<file path="config.mk">
export PLATFORM = sky130hd
export DESIGN_NAME = cache_arbiter_flat
export DESIGN_NICKNAME = d
export VERILOG_FILES = /design/src/rtl/cache_arbiter_if.sv /design/src/rtl/cache_arbiter.sv /design/src/flat_wrapper.sv
export SDC_FILE = /design/constraint.sdc
export NUM_CORES = 2
export LEC_CHECK = 0
export CORE_AREA = 2 2 543 545
export DETAILED_ROUTE_END_ITERATION = 12
export DIE_AREA = 0 0 545 547
export PLACE_DENSITY = 0.38
export SLEW_MARGIN = 20
export SYNTH_ARGS = -nofsm -noshare
export SYNTH_HDL_FRONTEND = slang
export SYNTH_SLANG_ARGS = --single-unit
export TNS_END_PERCENT = 10
</file>
<file path="constraint.sdc">
create_clock -name clk -period 2.5 [get_ports clk]
set_input_delay 0.25 -clock clk [delete_from_list [all_inputs] [get_ports clk]]
set_output_delay 0.25 -clock clk [all_outputs]
set_load 0.005 [all_outputs]
</file>
<file path="src/rtl/cache_arbiter_if.sv">
// Cache-side and physical-memory-side signals of the I/D cache line-fill arbiter.
// master: arbiter view; slave: caches plus memory view.
interface cache_arbiter_if #(
   parameter int LINE_W = 256,
   parameter int ADDR_W = 32
);
   logic              i_read;
   logic [ADDR_W-1:0] i_address;
   logic [LINE_W-1:0] i_rdata;
   logic              i_resp;

   logic              d_read;
   logic              d_write;
   logic [ADDR_W-1:0] d_address;
   logic [LINE_W-1:0] d_wdata;
   logic [LINE_W-1:0] d_rdata;
   logic              d_resp;

   logic              pmem_read;
   logic              pmem_write;
   logic [ADDR_W-1:0] pmem_address;
   logic [LINE_W-1:0] pmem_wdata;
   logic [LINE_W-1:0] pmem_rdata;
   logic              pmem_resp;

   modport master (
      input  i_read, i_address, d_read, d_write, d_address, d_wdata,
             pmem_rdata, pmem_resp,
      output i_rdata, i_resp, d_rdata, d_resp,
             pmem_read, pmem_write, pmem_address, pmem_wdata
   );

   modport slave (
      output i_read, i_address, d_read, d_write, d_address, d_wdata,
             pmem_rdata, pmem_resp,
      input  i_rdata, i_resp, d_rdata, d_resp,
             pmem_read, pmem_write, pmem_address, pmem_wdata
   );
endinterface

</file>
<file path="src/rtl/cache_arbiter.sv">
// I/D cache arbiter onto one pmem port: strobe 1 cycle after request, resp 1 cycle after pmem_resp;
// requests wait while the single outstanding pmem transaction runs. ARB_ROUND_ROBIN_EN selects round-robin ties.
module cache_arbiter #(
   parameter int LINE_W = 256,
   parameter int ADDR_W = 32
) (
   input logic             clk,
   input logic             rst,
   cache_arbiter_if.master bus
);

   localparam logic [1:0] IDLE    = 2'd0;
   localparam logic [1:0] SERVE_I = 2'd1;
   localparam logic [1:0] SERVE_D = 2'd2;
   localparam logic [1:0] RESP    = 2'd3;

   typedef struct packed {
      logic              rd;
      logic              wr;
      logic [ADDR_W-1:0] addr;
      logic [LINE_W-1:0] wdata;
   } pmem_req_t;

   logic [1:0]        state_q,   state_d;
   pmem_req_t         req_q,     req_d;
   logic [LINE_W-1:0] i_rdata_q, i_rdata_d;
   logic [LINE_W-1:0] d_rdata_q, d_rdata_d;
   logic              i_resp_q,  i_resp_d;
   logic              d_resp_q,  d_resp_d;

   logic i_req;
   logic d_req;
   logic tie_to_d;
   logic grant_d;

   assign i_req   = bus.i_read;
   assign d_req   = bus.d_read | bus.d_write;
   assign grant_d = d_req & (~i_req | tie_to_d);

`ifdef ARB_ROUND_ROBIN_EN
   // Remembers the side granted last; resets to D so the first tie goes to I.
   logic last_d_q;

   always_ff @(posedge clk) begin
      if (rst) begin
         last_d_q <= 1'b1;
      end else if (state_q == IDLE && (i_req || d_req)) begin
         last_d_q <= grant_d;
      end
   end

   assign tie_to_d = ~last_d_q;
`else
   assign tie_to_d = 1'b1;
`endif

   always_comb begin
      state_d   = state_q;
      req_d     = req_q;
      i_rdata_d = i_rdata_q;
      d_rdata_d = d_rdata_q;
      i_resp_d  = 1'b0;
      d_resp_d  = 1'b0;
      case (state_q)
         IDLE: begin
            if (grant_d) begin
               // A simultaneous read and write is a writeback; the read is dropped.
               req_d.rd    = bus.d_read & ~bus.d_write;
               req_d.wr    = bus.d_write;
               req_d.addr  = bus.d_address;
               req_d.wdata = bus.d_wdata;
               state_d     = SERVE_D;
            end else if (i_req) begin
               req_d.rd    = 1'b1;
               req_d.wr    = 1'b0;
               req_d.addr  = bus.i_address;
               req_d.wdata = '0;
               state_d     = SERVE_I;
            end
         end
         SERVE_I: begin
            if (bus.pmem_resp) begin
               i_rdata_d = bus.pmem_rdata;
               req_d.rd  = 1'b0;
               req_d.wr  = 1'b0;
               i_resp_d  = 1'b1;
               state_d   = RESP;
            end
         end
         SERVE_D: begin
            if (bus.pmem_resp) begin
               d_rdata_d = bus.pmem_rdata;
               req_d.rd  = 1'b0;
               req_d.wr  = 1'b0;
               d_resp_d  = 1'b1;
               state_d   = RESP;
            end
         end
         RESP: begin
            // One idle cycle lets the retired requester drop its request first.
            state_d = IDLE;
         end
         default: begin
            state_d = IDLE;
         end
      endcase
   end

   always_ff @(posedge clk) begin
      if (rst) begin
         state_q   <= IDLE;
         req_q     <= '0;
         i_rdata_q <= '0;
         d_rdata_q <= '0;
         i_resp_q  <= 1'b0;
         d_resp_q  <= 1'b0;
      end else begin
         state_q   <= state_d;
         req_q     <= req_d;
         i_rdata_q <= i_rdata_d;
         d_rdata_q <= d_rdata_d;
         i_resp_q  <= i_resp_d;
         d_resp_q  <= d_resp_d;
      end
   end

   assign bus.pmem_read    = req_q.rd;
   assign bus.pmem_write   = req_q.wr;
   assign bus.pmem_address = req_q.addr;
   assign bus.pmem_wdata   = req_q.wdata;
   assign bus.i_rdata      = i_rdata_q;
   assign bus.d_rdata      = d_rdata_q;
   assign bus.i_resp       = i_resp_q;
   assign bus.d_resp       = d_resp_q;

endmodule

</file>
<file path="src/flat_wrapper.sv">
// flat-port wrapper written by rule: the top's interface ports become plain ports
module cache_arbiter_flat 
#(
   parameter int LINE_W = 256,
   parameter int ADDR_W = 32
)
  (clk, rst, bus_i_read, bus_i_address, bus_d_read, bus_d_write, bus_d_address, bus_d_wdata, bus_pmem_rdata, bus_pmem_resp, bus_i_rdata, bus_i_resp, bus_d_rdata, bus_d_resp, bus_pmem_read, bus_pmem_write, bus_pmem_address, bus_pmem_wdata);
  cache_arbiter_if #(.LINE_W(LINE_W), .ADDR_W(ADDR_W)) bus_i ();
  input logic clk;
  input logic rst;
  input wire logic [$bits(bus_i.i_read)-1:0] bus_i_read;
  input wire logic [$bits(bus_i.i_address)-1:0] bus_i_address;
  input wire logic [$bits(bus_i.d_read)-1:0] bus_d_read;
  input wire logic [$bits(bus_i.d_write)-1:0] bus_d_write;
  input wire logic [$bits(bus_i.d_address)-1:0] bus_d_address;
  input wire logic [$bits(bus_i.d_wdata)-1:0] bus_d_wdata;
  input wire logic [$bits(bus_i.pmem_rdata)-1:0] bus_pmem_rdata;
  input wire logic [$bits(bus_i.pmem_resp)-1:0] bus_pmem_resp;
  output wire logic [$bits(bus_i.i_rdata)-1:0] bus_i_rdata;
  output wire logic [$bits(bus_i.i_resp)-1:0] bus_i_resp;
  output wire logic [$bits(bus_i.d_rdata)-1:0] bus_d_rdata;
  output wire logic [$bits(bus_i.d_resp)-1:0] bus_d_resp;
  output wire logic [$bits(bus_i.pmem_read)-1:0] bus_pmem_read;
  output wire logic [$bits(bus_i.pmem_write)-1:0] bus_pmem_write;
  output wire logic [$bits(bus_i.pmem_address)-1:0] bus_pmem_address;
  output wire logic [$bits(bus_i.pmem_wdata)-1:0] bus_pmem_wdata;
  assign bus_i.i_read = bus_i_read;
  assign bus_i.i_address = bus_i_address;
  assign bus_i.d_read = bus_d_read;
  assign bus_i.d_write = bus_d_write;
  assign bus_i.d_address = bus_d_address;
  assign bus_i.d_wdata = bus_d_wdata;
  assign bus_i.pmem_rdata = bus_pmem_rdata;
  assign bus_i.pmem_resp = bus_pmem_resp;
  assign bus_i_rdata = bus_i.i_rdata;
  assign bus_i_resp = bus_i.i_resp;
  assign bus_d_rdata = bus_i.d_rdata;
  assign bus_d_resp = bus_i.d_resp;
  assign bus_pmem_read = bus_i.pmem_read;
  assign bus_pmem_write = bus_i.pmem_write;
  assign bus_pmem_address = bus_i.pmem_address;
  assign bus_pmem_wdata = bus_i.pmem_wdata;
  cache_arbiter #(.LINE_W(LINE_W), .ADDR_W(ADDR_W)) u_core (.clk(clk), .rst(rst), .bus(bus_i));
endmodule
</file>
### Word-level counts from Yosys, hierarchy flattened

Index checks and enable logic that the tools add are counted.

* register bits after elaboration: 806
* bits in latches: 0
* bits in writable memories: 0
* bits in read-only memories: 0
* input bits: 582
* memories: 0

* add/sub/neg operators: 0
* multipliers: 0
* divide/modulo/power cells: 0
* $lt $le $gt $ge: 0
* eq/ne operators: 5
* shift operators: 0
* mux-type cells: 9
* bitwise operators: 5
* reductions and logical operators: 11

Operators by type and width (number)
* $mux 290: 2
* $mux 2: 4
* $reduce_and 2->1: 4
* $pmux 2 s3: 1
* $reduce_or 2->1: 3
* $eq 2x2->1 const B: 2
* $pmux 2 s2: 1
* $reduce_bool 2->1: 2
* $ne 3x2->1 const B: 1
* $not 1->1: 3
* $reduce_and 3->1: 1
* $eq 2x1->1 const B: 1
* $logic_not 2->1: 1
* $ne 2x1->1 const B: 1
* $and 1x1->1: 1
* $mux 1: 1
* $or 1x1->1: 1

### Depth between registers and ports, before layout

* depth after elaboration: 4
* depth in mapped cells: 8

### Worst setup path after synthesis

OpenSTA, ideal clock, no wires.

* kind: register -> register
* start point: reg u_core.state_q[0]
* end point: reg u_core.req_q, in the netlist u_core.bus.pmem_write
* library setup time: 0.070 ns
* data arrival time: 1.628 ns
* required time: 2.430 ns
* setup slack: 0.802 ns
* cell stages (with the launch flop): 6
* period minus slack after synthesis: 1.698 ns
* path through: dfxtp_1 > inv_1 > ha_1 > nor2b_1 > or4b_2 > a21oi_1

* cells in the longest elaborated chain, start to end: 4

RTL lines
* start, declared: RTL line cache_arbiter.sv:24 `logic [1:0] state_q, state_d;`
* start signal, assigned: RTL line cache_arbiter.sv:118 `state_q <= state_d;`
* $eq 2x1->1 / $eq 2x2->1 (equally long branches): RTL line cache_arbiter.sv:64 `case (state_q)`
* $reduce_or 2->1 (no line)
* $ne 2x1->1 (no line) / $reduce_bool 2->1 (equally long branches)
* $reduce_and 3->1 (no line)
* end signal, assigned: RTL line cache_arbiter.sv:119 `req_q <= req_d;`
* end, declared: RTL line cache_arbiter.sv:25 `pmem_req_t req_q, req_d;`

Several ways; a longest one is shown, not always the timed one.
A chain may end at the register's enable or synchronous reset.

### Worst setup path after layout

* start point: reg u_core.state_q[0]
* end point: reg u_core.req_q, in the netlist u_core.bus.pmem_address[9]

* cells in the longest elaborated chain, start to end: 2

RTL lines (RTL line)
* $logic_not 2->1: cache_arbiter.sv:64
* $reduce_and 2->1 (no line)

No other way between the ends.

==> implementation parameters <==
Parameter                              Value

Synthesis
  Area share of xor/xnor cells in the synthesized design    0%
  Compound-gate portion of the synthesized area    19.7%
  Syn nets    3593
  Sequential-to-total area share from yosys stat    59.9%
  Cell variety after synth    27
  Average instance area after synthesis    8.96 um^2
  Post-synthesis register bit count    806
  Most numerous cell types in the synthesized netlist    nand2_1 (1059), dfxtp_1 (806), a21oi_1 (515)
  Yosys Warn Count    0
  Number of instances in the synthesized netlist    3007
  Simple logic cell fraction of the synthesized area    15.6%
  Number of enable flip-flop cells after synthesis    0
  Main combinational cell family by area after synthesis    compound AO/OA/AOI/OAI gates
  Synth Area in Adders    0.186%
  Fraction of synthesis flops using an asynchronous set or reset pin    0%
  Primary flip-flop cell chosen by synthesis mapping    dfxtp_1
  Synthesized cell area    26900 um^2
  Fraction of synthesized area in multiplexers    0%
  Area share of the largest cell type after synthesis    59.9%
  Top post-synthesis cells by area    dfxtp_1 (60%), nand2_1 (15%), a21oi_1 (9.6%), a22o_1 (8.3%), buf_2 (1.8%)
  Biggest area consumer among synthesized cells    dfxtp_1
  Most used standard cell by instance count after synthesis    nand2_1

Setup path
  Beginning of the worst register-to-register path    u_core.state_q[0]$_SDFFE_PP0P_
  Largest incremental delay on the critical path    0.59 ns
  Worst Path Arrival    3.09 ns
  Reg2reg path depth    7
  Master of the slowest instance on the critical path    dlygate4sd3_1
  Register-to-Register Setup Slack    0.18 ns
  Crit Path Category    reg2reg
  Cell chain of the critical path    inv_1 > ha_1 > o31a_4 > buf_8 > nor2_1 > a311oi_1 > dlygate4sd3_1
  End of the worst register-to-register path    u_core.bus.pmem_address[9]$_SDFFE_PP0P_
  CP Capture Type    flip-flop
  Crit start category    flip-flop
  WP data required    3.27 ns
  Highest net fanout along the worst path    64

Placement
  Placement Cell Area    45700 um^2
  Count of input and output buffers    1385
  Final Wtd Congestion    0.904
  Detailed placer's ending HPWL    173 mm

Layout
  Total area of multi-input combinational cells    9590 um^2
  FF/Latch Area    16100 um^2
  Layout net count    5358
  Fill count    32600
  Post-layout instance area    53500 um^2
  Layout cells sized above 1    6.15%
  Area Growth Syn to Fin    98.6%
  Post-route core utilization    18.3%

Clocking
  CTS tree    yes
  Inserted Clock Buffers    110
  Number of buffers on the longest clock path    4
  H-tree levels    3
  Cell at the root of the clock tree    clkbuf_16
  Worst skew pair latency    0.84 ns
  Clock slew seen by the registers of the worst setup and hold paths    0.06 ns
  Number of sinks on the clock net    806
  Number of buffers added for setup after CTS    0

Die
  Die Y-Extent    547 um
  Overall die area    298000 um^2
  DIE WIDTH    545 um
  Ports    1386
  Area inside the core boundary    293000 um^2
  Num rows    199
  Initial Util    9.21%

Route
  Routed wire per std cell    23.7 um
  Number of nets with antenna violations after routing    0
  Mean number of vias per cell    3.33
  DRC    0
  First-pass iteration count of the detailed router    7
  Number of violations reported at the end of detailed-routing iteration 0    1737
  Total via count after detailed routing    29400
  Routed WL    209 mm

STA
  Worst slew slack as a fraction of its limit    43.1%
  Maximum clock skew at final layout    0.0661 ns
  Final-report setup violation count    0
  Worst slack on hold paths    0.0835 ns
  Pins Over Slew Limit    0
  Sum of negative setup slack    0 ns
  Transition at the pin with the smallest max-transition slack    0.853 ns
  Number of endpoints with negative hold slack in the final report    0
  Final Cycle Share    92.8%
  Shortest clock period the worst path allows after layout    2.32 ns
  Highest achievable clock rate    0.431 GHz
  Setup repair after global routing missed its margin    no

Global routing
  Global-route wire length before repair    271 mm
  GRT Total Usage    13.4%
  Initial antenna violation count    148
  Vias in the first global route    29100
  GRT overflow    0
  Maximum number of pins on one net before global-route repair    130

Run status
  Run status    finished clean

Pwr
  Total power per unit cell area    889 nW/um^2
  Power after layout    47.6 mW
  Worst ir drop on vdd    0.498 mV
  Static leakage    18.4 nW

Worst hold path
  HP Class    in2reg
  Worst hold start    bus_pmem_rdata[229]
  Worst Hold Endpoint    u_core.bus.i_rdata[229]$_SDFFE_PP0P_
  Depth of the worst hold-timing path    3

Flow run
  Number of maximum-capacitance violations    0
## report_power, final
group / leakage [nW] / switching (mW) / internal [mW]
Clock: 1.77 / 6.57 / 9.46
Combinational: 10.0 / 7.77 / 7.22
Sequential: 6.57 / 1.44 / 15.1
Total: 18.4 / 15.8 / 31.8
## stage by stage
stage / setup WS (ns) / cells
2_1_floorplan: 0.802 / 3007
6_report: 0.180 / 8820
3_3_place_gp: 0.175 / 8172
4_1_cts: 0.0446 / 8768
3_5_place_dp: 0.149 / 8172
5_1_grt: 0.0180 / 8788
## how the worst max path moves through the flow
| stage | startpoint | depth (start not counted) | endpoint |
|---|---|---|---|
| floorplan | u_core.state_q[0]$_SDFFE_PP0P_ | 5 | u_core.bus.pmem_write$_SDFFE_PP0P_ |
| global placement | bus_i_read | 5 | u_core.bus.pmem_wdata[118]$_SDFFE_PP0P_ |
| detailed placement | bus_i_read | 5 | u_core.bus.pmem_wdata[211]$_SDFFE_PP0P_ |
| CTS | u_core.state_q[0]$_SDFFE_PP0P_ | 7 | u_core.bus.pmem_address[9]$_SDFFE_PP0P_ |
| global route | u_core.bus.pmem_wdata[185]$_SDFFE_PP0P_ | 1 | bus_pmem_wdata[185] |
| finish | u_core.state_q[0]$_SDFFE_PP0P_ | 7 | u_core.bus.pmem_address[9]$_SDFFE_PP0P_ |
## routing by layer
layer  routed length [um]  GRT usage, %  vias to the layer above
met4                 4920          3.03                       74
li1                     -             -                    13800
met5                  485             0                        -
met2                96000          22.1                     1392
met3                24600          6.34                      284
met1                83500          15.5                    13800
## cells in the final DEF (no fill, tap or decap), drive strengths merged
master	netlist	routed
a22o	256	256
o31a	1	1
nor3b	2	2
a21oi	515	515
clkbuf	105	136
buf	144	113
nor2	37	37
nand2	1059	1059
clkinvlp	0	7
bufinv	0	10
or4b	1	1
clkinv	0	31
dlygate4sd2	0	1
diode	0	52
inv	2	7
a22oi	1	1
and2	2	2
dlygate4sd3	0	407
clkdlybuf4s50	0	1381
o21ai	34	34
ha	4	4
nor2b	1	1
nor4b	1	1
a211o	1	1
o31ai	2	2
a311oi	32	32
or4	1	1
dfxtp	806	806
## logic make-up (layout without fill, tap and decap cells)
| logic type | count (synthesis) | in the layout |
|---|---|---|
| and+or+nand+nor | 1104 | 1104 |
| AOI/OAI and AO/OA | 842 | 842 |
| DFF | 806 | 806 |
| buffers and inverters | 251 | 2093 |
| adders and majority gates | 4 | 4 |
| other | 0 | 52 |
## final cells by class
class                      instances  area share (%)
tap                             3919            9.16
multi-input combinational       1950            17.9
timing repair buffer            1902            35.8
sequential                       806            30.2
inverter                           2          0.0140
clock inverter                    53            1.16
antenna                           52           0.243
clock buffer                     136            5.57
## flip-flops by register name (all words and copies together), names as in the netlist
register,flops
u_core.bus.i_resp,1
u_core.bus.pmem_address,32
u_core.bus.pmem_write,1
u_core.bus.i_rdata,256
u_core.bus.d_rdata,256
u_core.bus.pmem_wdata,256
u_core.state_q,2
u_core.bus.d_resp,1
u_core.bus.pmem_read,1
## critical path, delay by kind of cell, from the launching register on
kind / cells / cell delay, ns
buffers and inverters: 3 / 1.02
AO/OA/AOI/OAI: 2 / 0.53
flip-flops: 1 / 0.33
AND/OR/NAND/NOR: 1 / 0.08
adder cells (fa/ha/maj): 1 / 0.33
## repair_timing
item	CTS	global route
endpoints found under the hold margin	532	0
resized for setup	1	3
hold buffers	407	0
setup endpoints to repair	1	10
No activity file was read; power rests on OpenSTA's default activity.
